`config.mk`:
```
export PLATFORM = sky130hd
export DESIGN_NAME = dataout_sink_flat
export DESIGN_NICKNAME = d
export VERILOG_FILES = /design/src/rtl/dataout_sink_if.sv /design/src/rtl/dataout_sink.sv /design/src/flat_wrapper.sv
export SDC_FILE = /design/constraint.sdc
export NUM_CORES = 1
export LEC_CHECK = 0
export ABC_AREA = 1
export CAP_MARGIN = 20
export CORE_AREA = 2 2 250 252
export CTS_BUF_LIST = sky130_fd_sc_hd__clkbuf_8
export DETAILED_ROUTE_END_ITERATION = 8
export DIE_AREA = 0 0 252 254
export PLACE_DENSITY = 0.64
export SETUP_SLACK_MARGIN = 0.15
export SLEW_MARGIN = 20
export SYNTH_ARGS = -nofsm -noshare
export SYNTH_HDL_FRONTEND = slang
export SYNTH_SLANG_ARGS = --single-unit
```
`constraint.sdc`:
```
create_clock -name clk -period 4.4 [get_ports clk]
set_input_delay 0.88 -clock clk [delete_from_list [all_inputs] [get_ports clk]]
set_output_delay 0.88 -clock clk [all_outputs]
set_load 0.005 [all_outputs]
```
`src/rtl/dataout_sink_if.sv`:
```
// Local-port flit stream and readback FIFO bundle.
// master drives flits and pops; slave is the sink.
interface dataout_sink_if;
  logic [19:0] datain;
  logic        in_valid;
  logic        rd_en;
  logic [19:0] rd_data;
  logic        rd_valid;
  logic        empty;
  logic        full;

  modport master (
    output datain,
    output in_valid,
    output rd_en,
    input  rd_data,
    input  rd_valid,
    input  empty,
    input  full
  );

  modport slave (
    input  datain,
    input  in_valid,
    input  rd_en,
    output rd_data,
    output rd_valid,
    output empty,
    output full
  );
endinterface

```
`src/rtl/dataout_sink.sv`:
```
// Per-node NoC receive sink: dest filter, per-source sequence check,
// readback FIFO, saturating counters and a sticky done flag.
// Ports: clk, rst (async active-low), bus (flit in / FIFO pop out),
// rx_count, dest_err_cnt, seq_err_cnt, drop_cnt, done.
module dataout_sink #(
  parameter logic [3:0] NODE_ID  = 4'd3,
  parameter int         DEPTH    = 32,
  parameter int         NUM_SRC  = 4,
  parameter int         EXPECTED = 30
) (
  input  logic        clk,
  input  logic        rst,
  dataout_sink_if.slave bus,
  output logic [15:0] rx_count,
  output logic [7:0]  dest_err_cnt,
  output logic [7:0]  seq_err_cnt,
  output logic [7:0]  drop_cnt,
  output logic        done
);

  localparam int AW = $clog2(DEPTH);
  localparam logic [AW:0]   OCC_ONE = 1;
  localparam logic [AW-1:0] PTR_ONE = 1;
  localparam logic [AW:0]   OCC_MAX = DEPTH[AW:0];

  logic [19:0]   mem [DEPTH];
  logic [AW-1:0] wr_ptr;
  logic [AW-1:0] rd_ptr;
  logic [AW:0]   occ;
  logic [AW:0]   occ_n;
  logic [7:0]    exp_q [NUM_SRC];

  logic [7:0] f_src;
  logic [7:0] f_seq;
  logic [3:0] f_dst;
  logic       hit;
  logic       miss;
  logic       pop;
  logic       push;
  logic       is_full;
  logic       src_ok;
  logic [7:0] exp_cur;
  logic       seq_bad;

  assign f_src = bus.datain[19:12];
  assign f_seq = bus.datain[11:4];
  assign f_dst = bus.datain[3:0];

  assign hit     = bus.in_valid && (f_dst == NODE_ID);
  assign miss    = bus.in_valid && (f_dst != NODE_ID);
  assign is_full = (occ == OCC_MAX);
  assign pop     = bus.rd_en && (occ != '0);
  // A full FIFO still accepts when a pop frees the head slot.
  assign push    = hit && (!is_full || pop);
  assign src_ok  = (f_src < 8'(NUM_SRC));

  always_comb begin
    exp_cur = 8'h01;
    for (int i = 0; i < NUM_SRC; i++) begin
      if (f_src == 8'(i)) exp_cur = exp_q[i];
    end
  end

  assign seq_bad = hit && (!src_ok || (f_seq != exp_cur));

  always_comb begin
    occ_n = occ;
    unique case (1'b1)
      push && !pop: occ_n = occ + OCC_ONE;
      pop && !push: occ_n = occ - OCC_ONE;
      default:      occ_n = occ;
    endcase
  end

  always_ff @(posedge clk) begin
    if (push) mem[wr_ptr] <= bus.datain;
  end

  always_ff @(posedge clk or negedge rst) begin
    if (!rst) begin
      wr_ptr       <= '0;
      rd_ptr       <= '0;
      occ          <= '0;
      bus.empty    <= 1'b1;
      bus.full     <= 1'b0;
      bus.rd_data  <= '0;
      bus.rd_valid <= 1'b0;
    end else begin
      occ          <= occ_n;
      bus.empty    <= (occ_n == '0);
      bus.full     <= (occ_n == OCC_MAX);
      bus.rd_valid <= pop;
      if (push) wr_ptr <= wr_ptr + PTR_ONE;
      if (pop) begin
        rd_ptr      <= rd_ptr + PTR_ONE;
        bus.rd_data <= mem[rd_ptr];
      end
    end
  end

  // Expected-sequence table resyncs to seq+1 on every in-range flit.
  always_ff @(posedge clk or negedge rst) begin
    if (!rst) begin
      for (int i = 0; i < NUM_SRC; i++) exp_q[i] <= 8'h01;
    end else if (hit && src_ok) begin
      for (int i = 0; i < NUM_SRC; i++) begin
        if (f_src == 8'(i)) exp_q[i] <= f_seq + 8'd1;
      end
    end
  end

  always_ff @(posedge clk or negedge rst) begin
    if (!rst) begin
      rx_count     <= '0;
      dest_err_cnt <= '0;
      seq_err_cnt  <= '0;
      drop_cnt     <= '0;
      done         <= 1'b0;
    end else begin
      if (hit && rx_count != 16'hFFFF)
        rx_count <= rx_count + 16'd1;
      if (hit && rx_count == 16'(EXPECTED - 1))
        done <= 1'b1;
      if (miss && dest_err_cnt != 8'hFF)
        dest_err_cnt <= dest_err_cnt + 8'd1;
      if (seq_bad && seq_err_cnt != 8'hFF)
        seq_err_cnt <= seq_err_cnt + 8'd1;
      if (hit && !push && drop_cnt != 8'hFF)
        drop_cnt <= drop_cnt + 8'd1;
    end
  end

endmodule

```
`src/flat_wrapper.sv`:
```
// flat-port wrapper written by rule: the top's interface ports become plain ports
module dataout_sink_flat 
#(
  parameter logic [3:0] NODE_ID  = 4'd3,
  parameter int         DEPTH    = 32,
  parameter int         NUM_SRC  = 4,
  parameter int         EXPECTED = 30
)
  (clk, rst, rx_count, dest_err_cnt, seq_err_cnt, drop_cnt, done, bus_datain, bus_in_valid, bus_rd_en, bus_rd_data, bus_rd_valid, bus_empty, bus_full);
  dataout_sink_if bus_i ();
  input  logic clk;
  input  logic rst;
  output logic [15:0] rx_count;
  output logic [7:0] dest_err_cnt;
  output logic [7:0] seq_err_cnt;
  output logic [7:0] drop_cnt;
  output logic done;
  input wire logic [$bits(bus_i.datain)-1:0] bus_datain;
  input wire logic [$bits(bus_i.in_valid)-1:0] bus_in_valid;
  input wire logic [$bits(bus_i.rd_en)-1:0] bus_rd_en;
  output wire logic [$bits(bus_i.rd_data)-1:0] bus_rd_data;
  output wire logic [$bits(bus_i.rd_valid)-1:0] bus_rd_valid;
  output wire logic [$bits(bus_i.empty)-1:0] bus_empty;
  output wire logic [$bits(bus_i.full)-1:0] bus_full;
  assign bus_i.datain = bus_datain;
  assign bus_i.in_valid = bus_in_valid;
  assign bus_i.rd_en = bus_rd_en;
  assign bus_rd_data = bus_i.rd_data;
  assign bus_rd_valid = bus_i.rd_valid;
  assign bus_empty = bus_i.empty;
  assign bus_full = bus_i.full;
  dataout_sink #(.NODE_ID(NODE_ID), .DEPTH(DEPTH), .NUM_SRC(NUM_SRC), .EXPECTED(EXPECTED)) u_core (.clk(clk), .rst(rst), .bus(bus_i), .rx_count(rx_count), .dest_err_cnt(dest_err_cnt), .seq_err_cnt(seq_err_cnt), .drop_cnt(drop_cnt), .done(done));
endmodule
```
==> reports/metrics.cfg, run 1 <==
[die]
dieArea_sq_mm = 0.0640
ios = 88
rows = 91
die_height_microns = 254
start_util_pct = 49.5
coreArea_sq_mm = 0.0613
fp.dieW_microns = 252

[global_route]
grt_pass1_wl_microns = 120000
grt_pass1_vias = 20100
grt_start_max_net_pins = 175
grtUsageTotal_pct = 24.8
overflow = 0
antenna_found_initial = 0

[timing]
finalHoldViolCount = 0
setup_violations = 0
setup-tns-final_ns = 0
period_needed_ns = 3.43
min_period_over_period_pct = 78.0
final_max_slew_viol_count = 0
slew_headroom_pct = 41.5
fin_skew_ns = 0.0395
tightestPinTransition_ns = 0.877
rsz0062_at_grt = false
fmax_ghz = 0.291

[place]
portBuffers = 87
dp_hpwl_microns = 48800
globalplace.congestion = 0.868

[logic_synthesis]
synth-warning-count = 0
synth.avg_cell_area_sq_um = 12.4
synth_cells = 2443
synth.top_cell.area_share_pct = 63.3
synth_commonest_cells = 640 x edfxtp_1, 384 x nor2_1, 353 x o21ai_0
synth_edf_count = 640
synth_top_area_cell = edfxtp_1
post-synth-top-count-cell = edfxtp_1
ys_seq_area_share_pct = 72.6
synth-main-ff-cell = edfxtp_1
synthTopCellsByArea = edfxtp_1 63%, dfrtp_1 8.8%, o21ai_0 5.8%
ys_types = 42
async_flop_share_pct = 14.9
synth_seq_cells = 752
syn_area_sq_mm = 0.0303
syn_nets = 2483

[layout]
syn_to_final_growth_pct = 15.3
drive_above_1_share_pct = 12.6
fill_cells = 4970
ff_latch_area_sq_mm = 0.0220
multi_input_area_sq_mm = 0.00751
nets = 2651
antenna_cells = 0

[power_and_ir_drop]
power_mw = 20.2
irDropWorstVdd_mv = 0.500
power_density_mw_per_mm2 = 576
p_leak_nw = 12.4

[worst_setup_path]
path_common_cell = buf_4
worstSetupPathType = input port to flop
worstPathRequired_ns = 4.77
critPathMaxFanout = 20
slowest_delay_ns = 0.62
cp_cell_sequence = clkdlybuf4s50_1, nor2_1, and3_1, nand2_2, buf_4, nor2_4, nand2_1, nor2_2, buf_4
cpMaxStageDelayCell = nor2_1
rrSetupSlack_ns = 1.69
cp_num_buf_inv = 3
cp-start-kind = input port
end_kind = flop
crit_family = simple AND/OR/NAND/NOR gates
worstPathArrival_ns = 3.80

[clock_network]
numCtsBuffers = 118
cts_resized = 0
cts_tree = yes
htreeDepth = 3
post_cts_buffers = 0
insertion_delay_ns = 0.72
cts.sink_count = 752
cts.clk_slew.worst_paths_ns = 0.06
clk_path_buf_depth = 3
ctsHoldBuffers = 0
root_buffer = clkbuf_8

[detailed_routing]
num_vias = 20300
initialDrtViolationCount = 2181
drt.antenna.violating_nets = 0
drt_wl_total_microns = 78800
post_drt_wl_per_cell_microns = 22.5
via_per_inst = 5.81
drcViolationCount = 0
drtPass1Iterations = 5

[job]
maxCapViolations = 0

[worst_hold_path]
hp-class = input port to asynchronous set/reset pin

[outcome]
run_status = completed

## layout by cell type, fill, tap and decap left out, drive strengths merged, types with 20 or more instances in the layout
cell type / n
inv: 119
o22ai: 100
xor2: 43
clkdlybuf4s50: 86
clkbuf: 131
o211ai: 20
o21ai: 364
nand3: 92
buf: 104
clkinv: 46
dfrtp: 107
o221ai: 60
nor2: 393
nand4: 55
nand2: 283
edfxtp: 640
## cell type report
type	instances	share of cell area, %
Clock inverter	91	1.62
Multi-Input combinational cell	1465	21.5
Tap cell	790	2.83
Inverter	84	0.930
Sequential cell	752	63.0
Timing Repair Buffer	190	5.00
Clock buffer	131	5.15
## logic make-up after synthesis
kind of cell	synth area share, %
mux	0.0330
compound gates	10.5
fa+ha+maj	0.685
buf+inv	2.94
flops	72.6
simple gates	11.8
xor+xnor	1.47
## where the power goes
group	switching, mW	internal, mW	leakage (nW)
clock	2.73	3.10	1.35
sequential	0.317	8.01	7.16
combinational	4.13	1.88	3.85
total	7.18	13.0	12.4
## through the flow
step	area [sq um]	hold slack (ns)	setup slack, ns	cells	util (%)
after floorplan	30300	0.448	0.790	2443	-
after global placement	32600	0.462	0.362	3280	53.2
after detailed placement	32600	0.467	0.320	3280	53.2
after CTS	35000	0.171	1.07	3502	57.1
after global routing	35000	0.213	0.930	3503	57.1
final	35000	0.199	0.968	3503	57.1
## final timing paths
path	from	end	cells after the start
max reg2reg	u_core.rd_ptr[0]$_DFFE_PN0P_	u_core.bus.rd_data[15]$_DFFE_PN0P_	8
max in group asynchronous	rst	u_core.rd_ptr[1]$_DFFE_PN0P_	2
min reg2reg	u_core.bus.rd_data[10]$_DFFE_PN0P_	u_core.bus.rd_data[10]$_DFFE_PN0P_	2
max	bus_datain[3]	u_core.mem[17][11]$_DFFE_PP_	9
min	rst	u_core.rx_count[6]$_DFFE_PN0P_	1
min in group clk	u_core.bus.rd_data[10]$_DFFE_PN0P_	u_core.bus.rd_data[10]$_DFFE_PN0P_	2
## state kept, by name, summed over array words and instances (netlist names)
register / flops
u_core.rx_count: 16
u_core.bus.rd_data: 20
u_core.wr_ptr: 5
u_core.seq_err_cnt: 8
u_core.mem: 640
u_core.rd_ptr: 5
u_core.occ: 6
u_core.bus.rd_valid: 1
u_core.dest_err_cnt: 8
u_core.done: 1
u_core.exp_q: 32
u_core.drop_cnt: 8
u_core.bus.full: 1
u_core.bus.empty: 1
## routing by layer
| layer | global-route usage, % | share of wire (%) | vias to the layer above |
|---|---|---|---|
| li1 | - | - | 9259 |
| met1 | 33.8 | 41 | 10200 |
| met2 | 41.1 | 49 | 809 |
| met3 | 4.25 | 7.6 | 109 |
| met4 | 7.49 | 2.2 | 0 |
| met5 | 0 | 0 | - |
(Power assumes the default switching activity.)
==> run 2: changes to the inputs <==
--- a/config.mk
+++ b/config.mk
@@ -11,7 +11,7 @@
 export CTS_BUF_LIST = sky130_fd_sc_hd__clkbuf_8
 export DETAILED_ROUTE_END_ITERATION = 8
 export DIE_AREA = 0 0 252 254
-export PLACE_DENSITY = 0.64
+export PLACE_DENSITY = 0.67
 export SETUP_SLACK_MARGIN = 0.15
 export SLEW_MARGIN = 20
 export SYNTH_ARGS = -nofsm -noshare
==> constraint.sdc (replaced) <==
create_clock -name clk -period 3.1 [get_ports clk]
set_input_delay 0.62 -clock clk [delete_from_list [all_inputs] [get_ports clk]]
set_output_delay 0.62 -clock clk [all_outputs]
set_load 0.005 [all_outputs]
==> run 2 against run 1 <==
Effect of this change:
- core utilization grew 0.78 points
- total power grew 41%
- worst hold slack improved by 0.13 ns
- global-route usage is 0.17 points lower
==> reports/metrics.cfg, run 2 (synthesis results as in run 1) <==
[outcome]
run_status = completed  ; unchanged

[detailed_routing]
via_per_inst = 5.82  ; was 5.81
initialDrtViolationCount = 2059  ; was 2181
post_drt_wl_per_cell_microns = 22.3  ; was 22.5 microns
drtPass1Iterations = 6  ; was 5
drt_wl_total_microns = 78700  ; was 78800 microns
drcViolationCount = 0  ; unchanged
drt.antenna.violating_nets = 0  ; unchanged
num_vias = 20600  ; was 20300

[die]
die_height_microns = 254  ; unchanged
coreArea_sq_mm = 0.0613  ; unchanged
fp.dieW_microns = 252  ; unchanged
start_util_pct = 49.5  ; unchanged
rows = 91  ; unchanged
dieArea_sq_mm = 0.0640  ; unchanged
ios = 88  ; unchanged

[layout]
mostFrequentLayoutCells = 640 x edfxtp_1, 353 x o21ai_0, 352 x nor2_1  ; was 640 x edfxtp_1, 353 x nor2_1, 353 x o21ai_0
antenna_cells = 0  ; unchanged
nets = 2682  ; was 2651
final_common_cell = edfxtp_1  ; unchanged
fill_cells = 4933  ; was 4970
largest-register = u_core.mem  ; unchanged
reg_top3 = u_core.mem x640, u_core.exp_q x32, u_core.bus.rd_data x20  ; unchanged
ff_latch_area_sq_mm = 0.0220  ; unchanged
multi_input_area_sq_mm = 0.00752  ; was 0.00751 sq mm
final_core_utilization_pct = 57.9  ; was 57.1%
largest_reg_flops = 640  ; unchanged
syn_to_final_growth_pct = 16.9  ; was 15.3%
drive_above_1_share_pct = 13.1  ; was 12.6%

[power_and_ir_drop]
p_leak_nw = 12.6  ; was 12.4 nW
irDropWorstVdd_mv = 0.745  ; was 0.500 mV
power_density_mw_per_mm2 = 802  ; was 576 mW/mm^2

[clock_network]
htreeDepth = 3  ; unchanged
post_cts_buffers = 0  ; unchanged
cts.clk_slew.worst_paths_ns = 0.06  ; about the same
clk_path_buf_depth = 3  ; unchanged
numCtsBuffers = 118  ; unchanged
root_buffer = clkbuf_8  ; unchanged
insertion_delay_ns = 0.74  ; was 0.72 ns
cts.sink_count = 752  ; unchanged
cts_tree = yes  ; unchanged

[global_route]
overflow = 0  ; unchanged
grt_pass1_vias = 20100  ; about the same
grt_start_max_net_pins = 131  ; was 175
antenna_found_initial = 5  ; was 0
grtUsageTotal_pct = 24.6  ; was 24.8%
grt_pass1_wl_microns = 119000  ; was 120000 microns

[worst_setup_path]
critPathMaxFanout = 4  ; was 20
rrSetupSlack_ns = 0.64  ; was 1.69 ns
cp-start-kind = input port  ; unchanged
worstSetupPathType = input port to flop  ; unchanged
worstPathArrival_ns = 3.31  ; was 3.80 ns
end_kind = flop  ; unchanged
worstPathRequired_ns = 3.75  ; was 4.77 ns

[timing]
period_needed_ns = 2.65
final_max_slew_viol_count = 0  ; unchanged
rsz0062_at_grt = false  ; unchanged
slew_headroom_pct = 49.9  ; was 41.5%
fin_skew_ns = 0.0429  ; was 0.0395 ns
fmax_ghz = 0.377
whs_ns = 0.329  ; was 0.199 ns
min_period_over_period_pct = 85.6
tightestPinTransition_ns = 0.751  ; was 0.877 ns
setup_violations = 0  ; unchanged
finalHoldViolCount = 0  ; unchanged

[place]
dp_hpwl_microns = 48200  ; was 48800 microns
portBuffers = 87  ; unchanged
globalplace.congestion = 0.842  ; was 0.868

[worst_hold_path]
hp-class = input port to asynchronous set/reset pin  ; unchanged

[job]
maxCapViolations = 0  ; unchanged

run 2: cell type report:
type / instances / share of cell area (%)
Clock buffer: 134 / 5.20
Tap cell: 790 / 2.79
Multi-Input combinational cell: 1465 / 21.2
Sequential cell: 752 / 62.1
Inverter: 84 / 0.917
Timing Repair Buffer: 221 / 6.56
Clock inverter: 90 / 1.19
run 2: final timing paths:
| kind | start | endpoint | depth (start not counted) |
|---|---|---|---|
| min in group clk | u_core.done$_DFFE_PN0P_ | u_core.done$_DFFE_PN0P_ | 1 |
| hold reg to reg | u_core.done$_DFFE_PN0P_ | u_core.done$_DFFE_PN0P_ | 1 |
| setup reg to reg | u_core.occ[0]$_DFF_PN0_ | u_core.bus.empty$_DFF_PN1_ | 17 |
| hold / removal | rst | u_core.rx_count[9]$_DFFE_PN0P_ | 2 |
| max in group asynchronous | rst | u_core.rd_ptr[1]$_DFFE_PN0P_ | 3 |
| setup / recovery | bus_datain[3] | u_core.bus.empty$_DFF_PN1_ | 18 |
run 2: critical path, cell delays in order:
cell and delay [ns]:
clkdlybuf4s50_1 0.40, buf_4 0.14, nor2_4 0.23, and3_1 0.29
nand2_2 0.08, inv_2 0.06, nor2_1 0.06, ha_1 0.34
a21oi_1 0.16, nand2_1 0.09, nand2_1 0.08, nand2_1 0.05
a21oi_1 0.17, or2_1 0.15, nand3_1 0.07, nand2_1 0.09
inv_1 0.05, nor3_1 0.18
run 2: stage by stage:
step	power, mW	setup TNS [ns]	area, sq um	cells	setup slack (ns)
floorplan	17.1	-10.02	30300	2443	-0.250
global placement	20.4	-162.51	33200	3311	-0.521
detailed placement	20.6	-199.35	33200	3311	-0.624
CTS	28.5	0	35500	3536	0.178
global route	29.9	0	35500	3536	0.265
finish	28.5	0	35500	3536	0.447
run 2: timing repair:
| item | in CTS | in global routing |
|---|---|---|
| endpoints found under the hold margin | 25 | 0 |
| setup endpoints to repair | 0 | 3 |
| resized for setup | 0 | 2 |
| hold buffers | 1 | 0 |
run 2: routing by layer:
layer	share of wire (%)	track usage, %	vias up
met5	0.011	0	-
met4	2.3	7.81	2
met3	8.0	4.39	138
met2	47	39.2	877
met1	43	34.7	10200
li1	-	-	9322
run 2: power by group:
| group | switching [mW] | leakage (nW) | total [mW] | internal [mW] |
|---|---|---|---|---|
| Clock | 3.86 | 1.37 | 7.90 | 4.04 |
| Sequential | 0.370 | 7.16 | 11.7 | 11.4 |
| Combinational | 5.98 | 4.08 | 8.82 | 2.84 |
| Total | 10.2 | 12.6 | 28.5 | 18.2 |
==> run 3: changes to the inputs <==
--- a/config.mk
+++ b/config.mk
@@ -6,12 +6,13 @@
 export NUM_CORES = 1
 export LEC_CHECK = 0
 export ABC_AREA = 1
-export CAP_MARGIN = 20
-export CORE_AREA = 2 2 250 252
+export CELL_PAD_IN_SITES_DETAIL_PLACEMENT = 0
+export CELL_PAD_IN_SITES_GLOBAL_PLACEMENT = 1
+export CORE_AREA = 2 2 255 257
 export CTS_BUF_LIST = sky130_fd_sc_hd__clkbuf_8
 export DETAILED_ROUTE_END_ITERATION = 8
-export DIE_AREA = 0 0 252 254
-export PLACE_DENSITY = 0.67
+export DIE_AREA = 0 0 257 259
+export PLACE_DENSITY = 0.76
 export SETUP_SLACK_MARGIN = 0.15
 export SLEW_MARGIN = 20
 export SYNTH_ARGS = -nofsm -noshare
==> run 3 against run 2 <==
Effect of this change:
- register-to-register slack got worse by 0.07 ns
- critical path type unchanged
- highest routed layer is now met4
- critical endpoint is now u_core.mem[23][8]$_DFFE_PP_
- sequential power about the same
- setup slack lost 0.048 ns
==> reports/metrics.cfg, run 3 (synthesis results as in run 1) <==
[layout]
design_area_sq_mm = 0.0358  ; was 0.0355 sq mm
largest-register = u_core.mem  ; unchanged
mostFrequentLayoutCells = 640 x edfxtp_1, 353 x o21ai_0, 352 x nor2_1  ; unchanged
antenna_cells = 0  ; unchanged
nets = 2710  ; was 2682
drive_above_1_share_pct = 14.1  ; was 13.1%
final_common_cell = edfxtp_1  ; unchanged
syn_to_final_growth_pct = 17.9  ; was 16.9%
final_core_utilization_pct = 56.0  ; was 57.9%
stdcell_count = 3628  ; was 3536
ff_latch_area_sq_mm = 0.0220  ; unchanged
fill_cells = 5195  ; was 4933
multi_input_area_sq_mm = 0.00752  ; about the same
largest_reg_flops = 640  ; unchanged
reg_top3 = u_core.mem x640, u_core.exp_q x32, u_core.bus.rd_data x20  ; unchanged

[timing]
fmax_ghz = 0.370  ; was 0.377 GHz
rsz0062_at_grt = false  ; unchanged
final_max_slew_viol_count = 0  ; unchanged
setup_violations = 0  ; unchanged
period_needed_ns = 2.70  ; was 2.65 ns
slew_headroom_pct = 45.3  ; was 49.9%
tightestPinTransition_ns = 0.819  ; was 0.751 ns
min_period_over_period_pct = 87.1  ; was 85.6%
fin_skew_ns = 0.0609  ; was 0.0429 ns
finalHoldViolCount = 0  ; unchanged
layout_setup_ws_ns = 0.399  ; was 0.447 ns

[global_route]
grt_pass1_vias = 20300  ; was 20100
grtUsageTotal_pct = 24.0  ; was 24.6%
antenna_found_initial = 1  ; was 5
grt_start_max_net_pins = 163  ; was 131
overflow = 0  ; unchanged
grt_pass1_wl_microns = 122000  ; was 119000 microns

[worst_setup_path]
critPathMaxFanout = 11  ; was 4
end_kind = flop  ; unchanged
worstPathRequired_ns = 3.52  ; was 3.75 ns
path_depth = 11  ; was 18
cp_cell_sequence = clkdlybuf4s50_1, nor2_1, and3_1, nand2_2, buf_4, nor2_4, nand2_1, nor2_1, inv_1, nor3_2, buf_4  ; was clkdlybuf4s50_1, buf_4, nor2_4, and3_1, nand2_2, inv_2, nor2_1, ha_1, a21oi_1, nand2_1, nand2_1, nand2_1, a21oi_1, or2_1, nand3_1, nand2_1, inv_1, nor3_1
crit_family = simple AND/OR/NAND/NOR gates  ; unchanged
cp_num_buf_inv = 4  ; unchanged
cp-start-kind = input port  ; unchanged
worstSetupPathType = input port to flop  ; unchanged
worstPathArrival_ns = 3.12  ; was 3.31 ns
slowest_delay_ns = 0.50  ; was 0.40 ns
cpMaxStageDelayCell = and3_1  ; was clkdlybuf4s50_1
r2r_cells = 7  ; was 17

[power_and_ir_drop]
power_mw = 28.7  ; was 28.5 mW
p_leak_nw = 12.7  ; was 12.6 nW
seq_power_share_pct = 40.9  ; was 41.2%
switching_share_pct = 36.0  ; was 35.9%
irDropWorstVdd_mv = 0.691  ; was 0.745 mV
combPwrFrac_pct = 31.7  ; was 31.0%
pwr-share-clk_pct = 27.4  ; was 27.8%
power.switching_mw = 10.3  ; was 10.2 mW
power_density_mw_per_mm2 = 802  ; about the same
internal-power_mw = 18.3  ; was 18.2 mW

[detailed_routing]
num_vias = 20600  ; about the same
drt_wl_total_microns = 79900  ; was 78700 microns
via_per_inst = 5.69  ; was 5.82
dr_wl_met2_microns = 38100  ; was 37100 microns
wl_met3_microns = 5890  ; was 6320 microns
post_drt_wl_per_cell_microns = 22.0  ; was 22.3 microns
drtPass1Iterations = 5  ; was 6
drcViolationCount = 0  ; unchanged
drt.antenna.violating_nets = 0  ; unchanged
initialDrtViolationCount = 2038  ; was 2059
met1_length_microns = 33700  ; was 33500 microns
routed.top_layer = met4  ; was met5

[clock_network]
cts.sink_count = 752  ; unchanged
clk_path_buf_depth = 3  ; unchanged
root_buffer = clkbuf_8  ; unchanged
cts_tree = yes  ; unchanged
htreeDepth = 3  ; unchanged
insertion_delay_ns = 0.75  ; was 0.74 ns
numCtsBuffers = 116  ; was 118
cts.clk_slew.worst_paths_ns = 0.06  ; about the same
post_cts_buffers = 0  ; unchanged

[die]
die_height_microns = 259  ; was 254 microns
ios = 88  ; unchanged
start_util_pct = 47.5  ; was 49.5%
rows = 93  ; was 91
fp.dieW_microns = 257  ; was 252 microns
dieArea_sq_mm = 0.0666  ; was 0.0640 sq mm
coreArea_sq_mm = 0.0639  ; was 0.0613 sq mm

[place]
globalplace.congestion = 0.867  ; was 0.842
dp_slack_ns = -0.324  ; was -0.624 ns
portBuffers = 87  ; unchanged
dp_hpwl_microns = 50500  ; was 48200 microns
placed_area_sq_mm = 0.0335  ; was 0.0332 sq mm
dp.cells = 3406  ; was 3311

[job]
maxCapViolations = 0  ; unchanged

[worst_hold_path]
hp-class = input port to asynchronous set/reset pin  ; unchanged

[outcome]
run_status = completed  ; unchanged

-- run 3: changes by cell type in the layout (fill, tap and decap cells not counted), sizes merged --
cell and delta:
buf +30, bufinv +2, clkbuf -10, clkinv +21
clkinvlp -1, inv -15
-- run 3: stage by stage --
step / hold WS, ns / setup TNS, ns
2_1_floorplan: 0.324 / -10.02
3_3_place_gp: 0.461 / -6.60
3_5_place_dp: 0.467 / -15.65
4_1_cts: 0.373 / 0
5_1_grt: 0.441 / 0
6_report: 0.408 / 0
-- run 3: worst paths after layout --
check	startpoint	endpoint	slack [ns]
min	rst	u_core.seq_err_cnt[2]$_DFFE_PN0P_	0.41
max in group asynchronous	rst	u_core.exp_q[24]$_DFFE_PN1P_	1.84
min reg2reg	u_core.bus.rd_data[9]$_DFFE_PN0P_	u_core.bus.rd_data[9]$_DFFE_PN0P_	0.48
max	bus_datain[3]	u_core.mem[23][8]$_DFFE_PP_	0.40
min in group clk	u_core.bus.rd_data[9]$_DFFE_PN0P_	u_core.bus.rd_data[9]$_DFFE_PN0P_	0.48
max reg2reg	u_core.rd_ptr[1]$_DFFE_PN0P_	u_core.bus.rd_data[10]$_DFFE_PN0P_	0.57
-- run 3: cell type report --
class,count,area share (%)
repair buffers,251,7.19
clock buffers,124,4.77
clock inverters,97,1.48
well taps,855,2.99
flip-flops and latches,752,61.6
inverters,84,0.910
multi-input cells,1465,21.0
-- run 3: power groups by stage --
| stage | clock network [mW] | logic, mW | registers, mW |
|---|---|---|---|
| global route | 8.45 | 9.88 | 11.8 |
| floorplan | 0 | 5.27 | 11.8 |
| global placement | 0 | 8.84 | 11.9 |
| CTS | 8.00 | 9.03 | 11.7 |
| detailed placement | 0 | 8.99 | 11.9 |
| finish | 7.86 | 9.09 | 11.7 |
-- run 3: what timing repair did --
| action | in CTS | in global routing |
|---|---|---|
| setup endpoints to repair | 0 | 2 |
| gates resized for setup | 0 | 1 |
| hold endpoints to repair | 37 | 0 |
| hold buffers | 1 | 0 |
-- run 3: per-layer routing --
metal	up-vias	track usage, %
li1	9386	-
met5	-	0
met2	846	38.8
met1	10300	33.4
met4	0	8.17
met3	126	3.62
